`src/rtl/pe_mem_client_pkg.sv`:
```
// -----------------------------------------------------------------------------
// pe_mem_client_pkg -- the shared dataformat package for the PE memory client.
//
// Contents:
//   * bit positions of the 18-bit packet fields
//     (type, source index, destination index, payload)
//   * packet type encodings
//   * FSM state enumeration used by pe_mem_client
//   * address width of the local word buffers
//   * make_pkt helper that assembles a packet from its fields
// -----------------------------------------------------------------------------
package pe_mem_client_pkg;

    // Packet field positions
    localparam int unsigned PKT_W   = 18;
    localparam int unsigned TYPE_HI = 17;
    localparam int unsigned TYPE_LO = 16;
    localparam int unsigned SRC_HI  = 15;
    localparam int unsigned SRC_LO  = 12;
    localparam int unsigned DST_HI  = 11;
    localparam int unsigned DST_LO  = 8;
    localparam int unsigned PAY_HI  = 7;
    localparam int unsigned PAY_LO  = 0;

    // Word-buffer address width (matches the rd_addr port)
    localparam int unsigned BUF_AW  = 3;

    typedef enum logic [1:0] {
        PKT_RESULT  = 2'b00,
        PKT_IFMAP   = 2'b01,
        PKT_FILTER  = 2'b10,
        PKT_ILLEGAL = 2'b11
    } pkt_type_e;

    typedef enum logic [2:0] {
        IDLE   = 3'd0,
        F_REQ  = 3'd1,
        F_WAIT = 3'd2,
        I_REQ  = 3'd3,
        I_WAIT = 3'd4,
        R_SEND = 3'd5,
        DONE   = 3'd6
    } state_e;

    function automatic logic [PKT_W-1:0] make_pkt(
        input pkt_type_e  typ,
        input logic [3:0] src,
        input logic [3:0] dst,
        input logic [7:0] payload
    );
        return {typ, src, dst, payload};
    endfunction

endpackage

```
`src/rtl/pe_mem_client_word_buffer.sv`:
```
// -----------------------------------------------------------------------------
// pe_word_buffer -- small register-file word buffer.
//
// Ports:
//   clk    in        clock, rising edge
//   reset  in        asynchronous active-high reset, clears every word
//   we     in        write enable
//   waddr  in  AW    write address (writes beyond DEPTH are ignored)
//   wdata  in  DW    write data
//   raddr  in  AW    combinational read address
//   rdata  out DW    read data; 0 for addresses at or beyond DEPTH
// -----------------------------------------------------------------------------
module pe_word_buffer #(
    parameter int unsigned DEPTH = 5,
    parameter int unsigned DW    = 8,
    parameter int unsigned AW    = 3
) (
    input  logic          clk,
    input  logic          reset,
    input  logic          we,
    input  logic [AW-1:0] waddr,
    input  logic [DW-1:0] wdata,
    input  logic [AW-1:0] raddr,
    output logic [DW-1:0] rdata
);

    logic [DW-1:0] mem_q [DEPTH];

    always_ff @(posedge clk or posedge reset) begin
        if (reset) begin
            for (int unsigned i = 0; i < DEPTH; i++) begin
                mem_q[i] <= '0;
            end
        end else if (we && (32'(waddr) < DEPTH)) begin
            mem_q[waddr] <= wdata;
        end
    end

    always_comb begin
        rdata = '0;
        if (32'(raddr) < DEPTH) begin
            rdata = mem_q[raddr];
        end
    end

endmodule

```
`src/rtl/pe_mem_client.sv`:
```
// -----------------------------------------------------------------------------
// pe_mem_client -- processing-element client of a packet-based memory node.
//
// On a start pulse it fetches FILTER_NUM filter words and then IFMAP_NUM ifmap
// words, one request/response pair at a time, into two local word buffers,
// then pulses done. From IDLE it can also forward one PE result to memory as a
// result-write packet.
//
// Ports:
//   clk, reset                        clock; asynchronous active-high reset
//   my_index, mem_index   in WIDTH    own / memory node index
//   start                 in          job request pulse (IDLE only)
//   filter_base, ifmap_base in 8      base word addresses of the job
//   busy, done, err       out         not idle / one-cycle job end / sticky error
//   req_valid/ready/data              request packets to memory
//   rsp_valid/ready/data              response packets from memory
//   res_valid/ready/data              PE result to write back
//   rd_sel, rd_addr, rd_data          combinational buffer read (0 filter, 1 ifmap)
// -----------------------------------------------------------------------------
module pe_mem_client
    import pe_mem_client_pkg::*;
#(
    parameter int unsigned WIDTH            = 4,
    parameter int unsigned VALID_DATA_WIDTH = 8,
    parameter int unsigned DATA_WIDTH       = 18,
    parameter int unsigned FILTER_NUM       = 5,
    parameter int unsigned IFMAP_NUM        = 7
) (
    input  logic                        clk,
    input  logic                        reset,
    input  logic [WIDTH-1:0]            my_index,
    input  logic [WIDTH-1:0]            mem_index,
    input  logic                        start,
    input  logic [VALID_DATA_WIDTH-1:0] filter_base,
    input  logic [VALID_DATA_WIDTH-1:0] ifmap_base,
    output logic                        busy,
    output logic                        done,
    output logic                        err,
    output logic                        req_valid,
    input  logic                        req_ready,
    output logic [DATA_WIDTH-1:0]       req_data,
    input  logic                        rsp_valid,
    output logic                        rsp_ready,
    input  logic [DATA_WIDTH-1:0]       rsp_data,
    input  logic                        res_valid,
    output logic                        res_ready,
    input  logic [VALID_DATA_WIDTH-1:0] res_data,
    input  logic                        rd_sel,
    input  logic [BUF_AW-1:0]           rd_addr,
    output logic [VALID_DATA_WIDTH-1:0] rd_data
);

    localparam logic [BUF_AW-1:0] F_LAST = BUF_AW'(FILTER_NUM - 1);
    localparam logic [BUF_AW-1:0] I_LAST = BUF_AW'(IFMAP_NUM - 1);

    state_e                      state_q, state_d;
    logic [BUF_AW-1:0]           cnt_q, cnt_d;
    logic [VALID_DATA_WIDTH-1:0] fbase_q, fbase_d;
    logic [VALID_DATA_WIDTH-1:0] ibase_q, ibase_d;
    logic [VALID_DATA_WIDTH-1:0] res_q, res_d;
    logic                        err_q, err_d;

    logic                        fbuf_we, ibuf_we;
    logic [VALID_DATA_WIDTH-1:0] fbuf_rdata, ibuf_rdata;
    logic [VALID_DATA_WIDTH-1:0] f_addr, i_addr;

    logic [1:0]                  rsp_type;
    logic [WIDTH-1:0]            rsp_dst;
    logic [VALID_DATA_WIDTH-1:0] rsp_pay;
    logic                        rsp_fire;
    logic                        unused_rsp_src;

    assign rsp_type       = rsp_data[TYPE_HI:TYPE_LO];
    assign rsp_dst        = rsp_data[DST_HI:DST_LO];
    assign rsp_pay        = rsp_data[PAY_HI:PAY_LO];
    // The source field of a response carries no information for this client.
    assign unused_rsp_src = ^rsp_data[SRC_HI:SRC_LO];

    assign rsp_fire = rsp_valid && rsp_ready;

    // Word addresses wrap modulo 2^VALID_DATA_WIDTH.
    assign f_addr = fbase_q + VALID_DATA_WIDTH'(cnt_q);
    assign i_addr = ibase_q + VALID_DATA_WIDTH'(cnt_q);

    // ---------------------------------------------------------------- state
    always_ff @(posedge clk or posedge reset) begin
        if (reset) begin
            state_q <= IDLE;
            cnt_q   <= '0;
            fbase_q <= '0;
            ibase_q <= '0;
            res_q   <= '0;
            err_q   <= 1'b0;
        end else begin
            state_q <= state_d;
            cnt_q   <= cnt_d;
            fbase_q <= fbase_d;
            ibase_q <= ibase_d;
            res_q   <= res_d;
            err_q   <= err_d;
        end
    end

    // ----------------------------------------------------------- next state
    always_comb begin
        state_d = state_q;
        cnt_d   = cnt_q;
        fbase_d = fbase_q;
        ibase_d = ibase_q;
        res_d   = res_q;
        err_d   = err_q;
        fbuf_we = 1'b0;
        ibuf_we = 1'b0;

        unique case (state_q)
            IDLE: begin
                if (start) begin
                    fbase_d = filter_base;
                    ibase_d = ifmap_base;
                    cnt_d   = '0;
                    state_d = F_REQ;
                end else if (res_valid) begin
                    res_d   = res_data;
                    state_d = R_SEND;
                end
            end
            F_REQ: begin
                if (req_ready) state_d = F_WAIT;
            end
            F_WAIT: begin
                if (rsp_fire) begin
                    // A mismatched packet is still consumed so memory is never stalled.
                    if (rsp_type == PKT_FILTER && rsp_dst == my_index) begin
                        fbuf_we = 1'b1;
                        if (cnt_q == F_LAST) begin
                            cnt_d   = '0;
                            state_d = I_REQ;
                        end else begin
                            cnt_d   = cnt_q + 1'b1;
                            state_d = F_REQ;
                        end
                    end else begin
                        err_d = 1'b1;
                    end
                end
            end
            I_REQ: begin
                if (req_ready) state_d = I_WAIT;
            end
            I_WAIT: begin
                if (rsp_fire) begin
                    if (rsp_type == PKT_IFMAP && rsp_dst == my_index) begin
                        ibuf_we = 1'b1;
                        if (cnt_q == I_LAST) begin
                            cnt_d   = '0;
                            state_d = DONE;
                        end else begin
                            cnt_d   = cnt_q + 1'b1;
                            state_d = I_REQ;
                        end
                    end else begin
                        err_d = 1'b1;
                    end
                end
            end
            R_SEND: begin
                if (req_ready) state_d = IDLE;
            end
            DONE: begin
                state_d = IDLE;
            end
            default: begin
                state_d = IDLE;
            end
        endcase
    end

    // -------------------------------------------------------------- outputs
    always_comb begin
        busy      = (state_q != IDLE);
        done      = (state_q == DONE);
        err       = err_q;
        req_valid = 1'b0;
        req_data  = '0;
        rsp_ready = (state_q == F_WAIT) || (state_q == I_WAIT);
        // res_ready is combinational on res_valid; gate with reset so it is
        // low for the whole reset window even though IDLE is already forced.
        res_ready = (state_q == IDLE) && res_valid && !start && !reset;

        unique case (state_q)
            F_REQ: begin
                req_valid = 1'b1;
                req_data  = {PKT_FILTER, mem_index, my_index, f_addr};
            end
            I_REQ: begin
                req_valid = 1'b1;
                req_data  = {PKT_IFMAP, mem_index, my_index, i_addr};
            end
            R_SEND: begin
                req_valid = 1'b1;
                req_data  = {PKT_RESULT, mem_index, my_index, res_q};
            end
            default: begin
                req_valid = 1'b0;
                req_data  = '0;
            end
        endcase
    end

    // -------------------------------------------------------------- buffers
    pe_word_buffer #(
        .DEPTH (FILTER_NUM),
        .DW    (VALID_DATA_WIDTH),
        .AW    (BUF_AW)
    ) u_filter_buf (
        .clk   (clk),
        .reset (reset),
        .we    (fbuf_we),
        .waddr (cnt_q),
        .wdata (rsp_pay),
        .raddr (rd_addr),
        .rdata (fbuf_rdata)
    );

    pe_word_buffer #(
        .DEPTH (IFMAP_NUM),
        .DW    (VALID_DATA_WIDTH),
        .AW    (BUF_AW)
    ) u_ifmap_buf (
        .clk   (clk),
        .reset (reset),
        .we    (ibuf_we),
        .waddr (cnt_q),
        .wdata (rsp_pay),
        .raddr (rd_addr),
        .rdata (ibuf_rdata)
    );

    assign rd_data = rd_sel ? ibuf_rdata : fbuf_rdata;

endmodule

```
`config.mk`:
```
export PLATFORM = sky130hd
export DESIGN_NAME = pe_mem_client
export DESIGN_NICKNAME = d
export VERILOG_FILES = /design/src/rtl/pe_mem_client_pkg.sv /design/src/rtl/pe_mem_client_word_buffer.sv /design/src/rtl/pe_mem_client.sv
export SDC_FILE = /design/constraint.sdc
export NUM_CORES = 1
export LEC_CHECK = 0
export BUFFER_PORTS_ARGS = -buffer_cell sky130_fd_sc_hd__buf_2
export CORE_AREA = 5 5 102 176
export CTS_BUF_LIST = sky130_fd_sc_hd__clkbuf_4
export CTS_CLUSTER_DIAMETER = 80
export DETAILED_ROUTE_END_ITERATION = 7
export DIE_AREA = 0 0 107 181
export PLACE_DENSITY = 0.62
export SYNTH_ARGS = -nofsm -noshare
export SYNTH_HDL_FRONTEND = slang
export SYNTH_HIERARCHICAL = 1
export SYNTH_SLANG_ARGS = --single-unit
```
`constraint.sdc`:
```
create_clock -name clk -period 2.67 [get_ports clk]
set_input_delay 0.1335 -clock clk [delete_from_list [all_inputs] [get_ports clk]]
set_output_delay 0.1335 -clock clk [all_outputs]
set_load 0.03 [all_outputs]
```
==> metrics.md, run 1 <==
| Metric | Value |
|---|---|
| Most frequent cells in the layout | `128 x mux2_2, 127 x dfrtp_1, 80 x buf_2` |
| Area Growth Syn to Fin | `23.3%` |
| Non-Filler Instances | `882` |
| Avg Inst Size Synth | `12.6 um2` |
| Leakage | `4.07 nW` |
| Pwr per Cell Area | `798 nW/um2` |
| CTS tree | `done` |
| Worst setup SP type | `register` |
| Worst reg-to-reg path cell count | `8` |
| Relative slew slack | `40.6%` |
| Peak VDD IR | `0.942 mV` |
| Synthesized instance count | `532` |
| Total power | `0.00661 W` |
| Rows | `62` |
| CP Max Fanout | `4` |
| Worst-margin pin slew | `0.890 ns` |
| Die ar. | `19400 um2` |
| Place WS | `0.0729 ns` |
| Asr flop ratio synth | `100%` |
| Netlist cell types | `60` |
| Placement Cell Area | `7490 um2` |
| Dpl cells | `815` |
| Most common cell after layout, fill and taps aside | `mux2_2` |
| Share of layout cells above drive strength 1 | `47.6%` |
| Setup WS post-layout | `-0.381 ns` |
| I/O Buffers | `87` |
| Clock Path Buffers | `2` |
| Vias per inst | `5.51` |
| MaxCap Viol Count | `0` |
| Final setup fails | `7` |
| Total area of sequential cells | `3180 um2` |
| Fin area | `8280 um2` |
| RSZ-0062 raised after global routing | `yes` |
| Max Used Layer | `met4` |
| First-pass GRT wire length | `27700 um` |
| DR WL met2 | `9750 um` |
| Max Freq | `328 MHz` |
| Final nets | `745` |
| Worst endpoint data arrival time | `2.92 ns` |
| Gpl congestion | `0.869` |
| HPWL after DPL | `12200 um` |
| Failing checks | `negative setup slack` |
| Total Neg Setup Slack | `-1.33 ns` |
| Drt first pass iters | `4` |
| Critical path class | `reg -> out` |
| Fraction of the mapped netlist area in adder cells | `1.60%` |
| Xor and xnor area share after synthesis | `1.69%` |
| Synth area leader | `dfrtp_1` |
| Min Clock Period, post-route | `3.05 ns` |
| Pins Over Slew Limit | `0` |
| Die H | `181 um` |
| Wl on met1 | `6290 um` |
| Status | `finished, violations left` |
| Hold path endpoint | `u_ifmap_buf/mem_q[30]$_DFFE_PP0P_` |
| Seq/Total Area, Yosys | `47.3%` |
| Critical R2R Capture | `u_ifmap_buf/mem_q[53]$_DFFE_PP0P_` |
| Worst-Skew Late Latency | `0.51 ns` |
| Reg-to-Reg Start | `state_q[1]$_DFFE_PP0P_` |
| DRC | `0` |
| Routed vias | `4861` |
| Vias in the first global route | `5248` |
| Clk root buf | `clkbuf_4` |
| Remaining Overflow, GRT | `0` |
| Yosys reg bits | `127` |
| Initial DRC Count | `164` |
| Post-Route WL | `17100 um` |
| Mapped cell area | `6720 um2` |
| Chip Width | `107 um` |
| Post-synth EDFFs | `0` |
| Ranking of synthesized cells by area | `dfrtp_1 47%, mux2_2 22%, mux2i_1 5.5%, mux2_4 1.8%, nand2_1 1.4%` |
| Synth Area in Simple Gates | `10.4%` |
| Multi-input gate area | `3470 um2` |
| Post-synthesis compound-gate area fraction | `7.58%` |
| Largest net degree at the start of global routing | `41` |
| Final-report hold violation count | `0` |
| Ys flop type | `dfrtp_1` |
| IO Pins | `92` |
| Final antenna-violating net count | `0` |
| Filler cells | `1456` |
| Post-synth top area share | `47.3%` |
| Clk pin slew, worst setup/hold paths | `0.11 ns` |
| CTS Sinks | `127` |
| Initial antenna violation count | `1` |
| WHS Path Cells | `2` |
| H-tree depth | `4` |
| Gr usage total | `18.3%` |
| Post-synthesis mux area share | `29.1%` |
| Hold path startpoint | `rsp_data[6]` |
| Final period util | `114%` |
| CP endpoint kind | `output port` |
| FF-to-FF setup slack | `0.26 ns` |
| WP data required | `2.54 ns` |
| Initial Util | `41.2%` |
| Min-Delay Path Class | `in -> reg` |
| DR WL/cell | `19.3 um` |
| Clk_skew | `0.0128 ns` |
| Met3 routed WL | `656 um` |
| TritonCTS Buffers | `17` |
| Post-Syn Nets | `600` |
| Largest family of logic cells by synthesized area | `multiplexers` |
| Core area | `16300 um2` |
| Warnings from Yosys | `6` |
[cell usage after synthesis, drive strengths merged (2+ instances only)]
cell type    n
mux2       138
o21ai       14
nand4b       4
or2          8
dfrtp      127
nor4         3
nand2       25
nor3b        6
a31oi        8
and2         3
o21a         2
nand3b       2
mux2i       37
buf         14
inv          8
and3         8
nor2b        8
xnor2        3
o32ai        2
nand2b       9
nand4        4
a22oi        6
a21oi       11
nor2        13
ha           7
clkbuf       9
o211ai       2
a31o         3
a22o         9
nor3         7
a21o         4
xor2        10
o2bb2ai      2
or3          2
a211o        2
[stage by stage]
| step | hold slack, ns | utilization [%] |
|---|---|---|
| after floorplan | 0.237 | - |
| after global placement | 0.0976 | 46.0 |
| after detailed placement | 0.109 | 46.0 |
| after CTS | 0.00947 | 50.5 |
| after global routing | 0.0203 | 50.8 |
| final | 0.0567 | 50.8 |
[state kept, by name (all words and copies together), names as in the netlist]
name and flops:
res_q 8, ibase_q 8, u_ifmap_buf/mem_q 56, cnt_q 3, err 1, state_q 3, fbase_q 8, u_filter_buf/mem_q 40
[cells by family (layout without fill, tap and decap cells)]
logic type,after synthesis,count (layout)
flip-flops,127,127
adder cells (fa/ha/maj),8,8
buffers and inverters,31,188
XOR/XNOR,13,13
other,0,1
multiplexers,175,175
AND/OR/NAND/NOR,105,105
AO/OA/AOI/OAI,73,73
[what timing repair did]
action                     CTS  global route
gates resized for setup     24             6
setup endpoints to repair    8             8
pin swaps                   13             5
buffers inserted             3             4
hold endpoints to repair   135             0
hold buffers                28             0
[critical path, stage by stage (launching register included)]
cell and delay [ns]:
dfrtp_1 0.38, nand3b_1 0.22, mux2_4 0.34, ha_4 0.17, fa_2 0.35, a21o_1 0.21, nand4_1 0.12, xor2_1 0.17
o21ai_1 0.10, o21a_2 0.21, buf_6 0.13
[per-layer routing]
metal	up-vias	global-route usage, %
met3	30	3.71
met4	0	6.45
met2	124	34.9
met1	2469	19.4
li1	2238	-
met5	-	0
[power breakdown]
part | switching [W] | internal [W] | leakage, nW
Sequential | 0.000223 | 0.00217 | 1.71
Clock | 0.000701 | 0.000847 | 0.177
Combinational | 0.00143 | 0.00123 | 2.18
[worst max-delay path by stage]
stage / start / to / cells past startpoint
after detailed placement: state_q[1]$_DFFE_PP0P_ / req_data[5] / 10
after CTS: state_q[2]$_DFFE_PP0P_ / req_data[6] / 10
after global placement: state_q[2]$_DFFE_PP0P_ / req_data[6] / 10
after global routing: state_q[2]$_DFFE_PP0P_ / req_data[6] / 10
final: state_q[2]$_DFFE_PP0P_ / req_data[6] / 10
after floorplan: state_q[2]$_DFFE_PP0P_ / req_data[6] / 10
[layout make-up]
cell class                 instances  share of cell area [%]
antenna                            1                  0.0302
clock buffer                      19                    1.72
clock inverter                    12                    2.33
inverter                           8                   0.363
multi-input combinational        374                    41.9
sequential                       127                    38.4
tap                              192                    2.90
timing repair buffer             149                    12.4
Note: power is estimated with default switching activity, not from simulation.
==> inputs of run 2 (changes only) <==
Settings changed: CELL_PAD_IN_SITES_DETAIL_PLACEMENT set to 1, CELL_PAD_IN_SITES_GLOBAL_PLACEMENT set to 1, PLACE_DENSITY 0.62 to 0.74.
==> run 2 against run 1 <==
Effect of this change: the flow still finishes with violations (negative setup slack); non-clock buffer count increased by 1; critical endpoint unchanged; sequential share of layout area rose by 0.058 points; register-to-register slack got worse by 0.10 ns; first-iteration DRC count shrank 35%.
==> metrics.md, run 2 (same netlist as run 1, synthesis figures left out) <==
| Metric | Value |
|---|---|
| Area Growth Syn to Fin | `23.1%` |
| Failing checks | `negative setup slack` |
| MaxCap Viol Count | `0` |
| CTS Sinks | `127` |
| Die ar. | `19400 um2` |
| HPWL after DPL | `13200 um` |
| Chip Width | `107 um` |
| Max Freq | `317 MHz` |
| Final nets | `746` |
| Worst-Skew Late Latency | `0.52 ns` |
| CTS tree | `done` |
| DR WL met2 | `11000 um` |
| Comb pwr share | `41.8%` |
| RSZ-0062 raised after global routing | `yes` |
| Relative slew slack | `22.3%` |
| Pwr per Cell Area | `800 nW/um2` |
| Hold slack | `0.0529 ns` |
| Critical path class | `reg -> out` |
| Post-Route WL | `18800 um` |
| Place WS | `-0.00788 ns` |
| Top Registers | `u_ifmap_buf/mem_q x56, u_filter_buf/mem_q x40` |
| Initial DRC Count | `107` |
| Max Used Layer | `met4` |
| Most common cell after layout, fill and taps aside | `mux2_2` |
| DR WL/cell | `21.3 um` |
| TritonCTS Buffers | `17` |
| Most used cell, CP | `buf_6` |
| Drt first pass iters | `5` |
| Min-Delay Path Class | `in -> reg` |
| Die H | `181 um` |
| Final period util | `118%` |
| Worst-margin pin slew | `1.16 ns` |
| First-pass GRT wire length | `29600 um` |
| Crit-path cells | `nand3b_1 -> buf_4 -> buf_6 -> mux2_2 -> ha_4 -> a21o_1 -> nand4_1 -> xor2_1 -> o21ai_1 -> o21a_2 -> buf_6` |
| Peak VDD IR | `0.685 mV` |
| Largest net degree at the start of global routing | `57` |
| CP max stage cell | `dfrtp_1` |
| Setup WS post-layout | `-0.487 ns` |
| H-tree depth | `4` |
| WP data required | `2.54 ns` |
| Vias in the first global route | `5523` |
| Total area of sequential cells | `3180 um2` |
| CP Max Fanout | `5` |
| Pins Over Slew Limit | `0` |
| Rows | `62` |
| Initial Util | `41.2%` |
| Int Pwr | `0.00412 W` |
| Share of layout cells above drive strength 1 | `48.4%` |
| IO Pins | `92` |
| Vias per inst | `5.54` |
| Switch Pwr | `0.00250 W` |
| Gpl congestion | `0.843` |
| Core area | `16300 um2` |
| Clock Path Buffers | `2` |
| Max incr delay on CP | `0.40 ns` |
| Final-report hold violation count | `0` |
| Worst setup SP type | `register` |
| CP endpoint kind | `output port` |
| Final antenna-violating net count | `0` |
| Routed vias | `4893` |
| Clk_skew | `0.0195 ns` |
| Min Clock Period, post-route | `3.16 ns` |
| Met3 routed WL | `643 um` |
| Filler cells | `1716` |
| Wl on met1 | `6850 um` |
| Max reg flops | `56` |
| Worst endpoint data arrival time | `3.02 ns` |
| Initial antenna violation count | `1` |
| Clk root buf | `clkbuf_4` |
| Flop pwr share | `36.2%` |
| Status | `finished, violations left` |
| Largest register by flop count | `u_ifmap_buf/mem_q` |
| Switch share | `37.7%` |
| Multi-input gate area | `3480 um2` |
| DRC | `0` |
| Clk pwr share | `22.0%` |
| Gr usage total | `19.8%` |
| I/O Buffers | `87` |
| Most frequent cells in the layout | `128 x mux2_2, 127 x dfrtp_1, 80 x buf_2` |
| Clk pin slew, worst setup/hold paths | `0.13 ns` |
| Leakage | `4.06 nW` |
| Remaining Overflow, GRT | `0` |
| Final setup fails | `7` |
## run 2: final timing paths
| kind | startpoint | cells past startpoint | endpoint | slack [ns] |
|---|---|---|---|---|
| min in group asynchronous | reset | 3 | cnt_q[0]$_DFFE_PP0P_ | 0.12 |
| max in group asynchronous | reset | 3 | u_ifmap_buf/mem_q[37]$_DFFE_PP0P_ | 1.43 |
| min reg2reg | err$_DFFE_PP0P_ | 1 | err$_DFFE_PP0P_ | 0.49 |
| max reg2reg | state_q[2]$_DFFE_PP0P_ | 9 | u_ifmap_buf/mem_q[33]$_DFFE_PP0P_ | 0.16 |
| min | rsp_data[4] | 2 | u_filter_buf/mem_q[36]$_DFFE_PP0P_ | 0.05 |
| max | state_q[2]$_DFFE_PP0P_ | 11 | req_data[6] | -0.49 |
## run 2: layer usage
metal	vias to the layer above	GRT usage (%)
met5	-	0
met4	0	4.92
met3	25	4.04
met2	121	39.3
met1	2500	20.5
li1	2247	-
## run 2: power by group through the flow
| stage | Clock, W | Sequential, W | Combinational, W |
|---|---|---|---|
| 2_1_floorplan | 0 | 0.00237 | 0.00177 |
| 3_3_place_gp | 0 | 0.00241 | 0.00230 |
| 3_5_place_dp | 0 | 0.00242 | 0.00235 |
| 4_1_cts | 0.00151 | 0.00239 | 0.00259 |
| 5_1_grt | 0.00159 | 0.00243 | 0.00297 |
| 6_report | 0.00146 | 0.00240 | 0.00276 |
## run 2: area by class of cell
type / instances / share of cell area, %
multi-input combinational: 374 / 42.1
sequential: 127 / 38.4
inverter: 8 / 0.363
timing repair buffer: 150 / 12.4
tap: 192 / 2.91
antenna: 1 / 0.0303
clock buffer: 17 / 1.54
clock inverter: 14 / 2.19
## run 2: worst max-delay path, delay by kind of cell (launching register included)
kind | cells | cell delay (ns)
xor gates and xnor gates | 1 | 0.19
DFF | 1 | 0.40
buffers and inverters | 3 | 0.44
adders and majority gates | 1 | 0.32
and+or+nand+nor | 2 | 0.39
AOI/OAI and AO/OA | 3 | 0.47
muxes | 1 | 0.29
## run 2: what timing repair did
action,4_1_cts,5_1_grt
resized for setup,22,13
buffers inserted,3,6
pin swaps,10,15
endpoints found under the hold margin,134,0
setup endpoints to repair,8,9
hold buffers,29,0
## run 2: metrics by stage
step                      total power, W  TNS (ns)  std cells  area, um2  util, %
after global placement           0.00471         0        813       7470     45.8
after global routing             0.00699     -3.36        883       8270     50.8
final                            0.00662     -2.35        883       8270     50.8
after CTS                        0.00650     -2.36        876       8170     50.2
after detailed placement         0.00478  -0.00788        813       7470     45.8
after floorplan                  0.00414         0        532       6730        -
==> inputs of run 3 (changes only) <==
Settings changed: CORE_AREA 5 5 102 176 to 5 5 116 200, DIE_AREA 0 0 107 181 to 0 0 121 205, PLACE_DENSITY 0.74 to 0.59, RECOVER_POWER set to 100.
==> run 3 against run 2 <==
Effect of this change: the run still ends with negative setup slack left; power decreased by 4.5%; first-iteration DRC count increased by 5.6%; non-clock buffer count increased by 15; global-route usage decreased by 3.8 points; utilization decreased by 12 points; via count decreased by 0.37%; clock skew increased by 0.0021 ns; final cell count increased by 13%; wire length increased by 0.92%; sequential cell count unchanged; register-to-register slack got worse by 0.17 ns.
==> metrics.md, run 3 (same netlist as run 1, synthesis figures left out) <==
| Metric | Value |
|---|---|
| Core area | `21400 um2` |
| Die ar. | `24800 um2` |
| WP data required | `2.54 ns` |
| Worst endpoint data arrival time | `3.02 ns` |
| Area Growth Syn to Fin | `25.1%` |
| Placement Cell Area | `7640 um2` |
| IO Pins | `92` |
| Relative slew slack | `12.4%` |
| Clk root buf | `clkbuf_4` |
| Reg-to-Reg Start | `state_q[1]$_DFFE_PP0P_` |
| Min Clock Period, post-route | `3.15 ns` |
| Hold slack | `0.0623 ns` |
| Gpl congestion | `0.824` |
| Min-Delay Path Class | `in -> reg` |
| Die H | `205 um` |
| Final period util | `118%` |
| Pwr per Cell Area | `752 nW/um2` |
| TritonCTS Buffers | `17` |
| First-pass GRT wire length | `30200 um` |
| Max Freq | `318 MHz` |
| RSZ-0062 raised after global routing | `yes` |
| CP Buf/Inv Count | `1` |
| Failing checks | `negative setup slack` |
| H-tree depth | `4` |
| Chip Width | `121 um` |
| FF-to-FF setup slack | `-0.01 ns` |
| Final antenna-violating net count | `0` |
| Hold path startpoint | `res_valid` |
| Initial Util | `31.4%` |
| Worst setup SP type | `register` |
| Crit-path cells | `nand3b_1 -> mux2_4 -> ha_4 -> fa_2 -> a21o_1 -> nand2_1 -> xor2_1 -> o221ai_1 -> and2_4 -> buf_6` |
| Final nets | `761` |
| Final setup fails | `13` |
| Total power | `0.00632 W` |
| Max reg flops | `56` |
| Worst-margin pin slew | `1.31 ns` |
| CP endpoint kind | `output port` |
| I/O Buffers | `87` |
| Clk_skew | `0.0216 ns` |
| Status | `finished, violations left` |
| Routed vias | `4875` |
| Post-Route WL | `19000 um` |
| Top Registers | `u_ifmap_buf/mem_q x56, u_filter_buf/mem_q x40` |
| Final core area utilization | `39.3%` |
| Max incr delay on CP | `0.40 ns` |
| Dpl cells | `918` |
| DRC | `0` |
| Critical path class | `reg -> out` |
| Critical R2R Capture | `u_ifmap_buf/mem_q[52]$_DFFE_PP0P_` |
| Worst reg-to-reg path cell count | `7` |
| Drt first pass iters | `4` |
| Fin area | `8400 um2` |
| Vias per inst | `4.88` |
| Setup WS post-layout | `-0.480 ns` |
| DR WL/cell | `19.0 um` |
| Clk pin slew, worst setup/hold paths | `0.13 ns` |
| Largest net degree at the start of global routing | `41` |
| Vias in the first global route | `5524` |
| Rows | `71` |
| Largest register by flop count | `u_ifmap_buf/mem_q` |
| Leakage | `4.01 nW` |
| Share of layout cells above drive strength 1 | `44.2%` |
| MaxCap Viol Count | `0` |
| Remaining Overflow, GRT | `0` |
| Worst-Skew Late Latency | `0.55 ns` |
| WHS Path Cells | `4` |
| Non-Filler Instances | `999` |
| CP max stage cell | `dfrtp_1` |
| Initial antenna violation count | `1` |
| CTS tree | `done` |
| CTS Sinks | `127` |
| Clock Path Buffers | `2` |
| Initial DRC Count | `113` |
| Most common cell after layout, fill and taps aside | `mux2_2` |
| Most frequent cells in the layout | `128 x mux2_2, 127 x dfrtp_1, 58 x buf_2` |
| CP Max Fanout | `4` |
| Final-report hold violation count | `0` |
| Critical path's top delay family | `adder cells` |
| Pins Over Slew Limit | `0` |
| HPWL after DPL | `13900 um` |
| Hold path endpoint | `state_q[0]$_DFFE_PP0P_` |
| Gr usage total | `15.9%` |
| Peak VDD IR | `0.513 mV` |
[run 3: worst max path at each step]
stage / startpoint / endpoint / slack (ns) / depth (start not counted)
after global routing: state_q[2]$_DFFE_PP0P_ / req_data[4] / -0.66 / 10
after CTS: state_q[2]$_DFFE_PP0P_ / req_data[4] / -0.57 / 10
after floorplan: state_q[2]$_DFFE_PP0P_ / req_data[6] / 0.008 / 10
after global placement: state_q[2]$_DFFE_PP0P_ / req_data[7] / 0.09 / 10
final: state_q[2]$_DFFE_PP0P_ / req_data[4] / -0.48 / 10
after detailed placement: state_q[2]$_DFFE_PP0P_ / req_data[4] / 0.03 / 10
[run 3: timing repair]
item | CTS | global route
setup endpoints to repair | 8 | 16
pin swaps | 4 | 10
gates resized for setup | 28 | 5
hold buffers | 35 | 0
hold endpoints to repair | 189 | 0
buffers inserted | 6 | 7
[run 3: layout make-up]
type,count,area (um2)
diodes,1,2.50
clock buffers,17,128
clock inverters,15,121
fillers,2342,13000
inverters,8,30.0
multi-input cells,374,3440
flip-flops and latches,127,3180
well taps,292,365
repair buffers,165,1140
[run 3: metrics by stage]
stage / TNS, ns / setup slack [ns]
after global routing: -18.34 / -0.657
after floorplan: 0 / 0.00805
after detailed placement: 0 / 0.0266
after global placement: 0 / 0.0930
final: -2.42 / -0.480
after CTS: -2.86 / -0.566
[run 3: worst min-delay path: stages]
cell	delay [ns]
buf_2	0.09
nor3_1	0.04
o21ai_0	0.14
a22o_1	0.18
[run 3: metal layers]
| layer | track usage [%] | routed length, um |
|---|---|---|
| met1 | 15.6 | 6820 |
| met4 | 5.43 | 393 |
| met2 | 32.1 | 11200 |
| met3 | 3.29 | 626 |
| met5 | 0 | 0 |
[run 3: report_power, final]
| group | switching, W | leakage (nW) | total [W] | internal, W |
|---|---|---|---|---|
| Combinational | 0.00148 | 2.18 | 0.00271 | 0.00123 |
| Sequential | 0.000230 | 1.71 | 0.00240 | 0.00217 |
| Clock | 0.000754 | 0.128 | 0.00121 | 0.000453 |
| Total | 0.00246 | 4.01 | 0.00632 | 0.00386 |
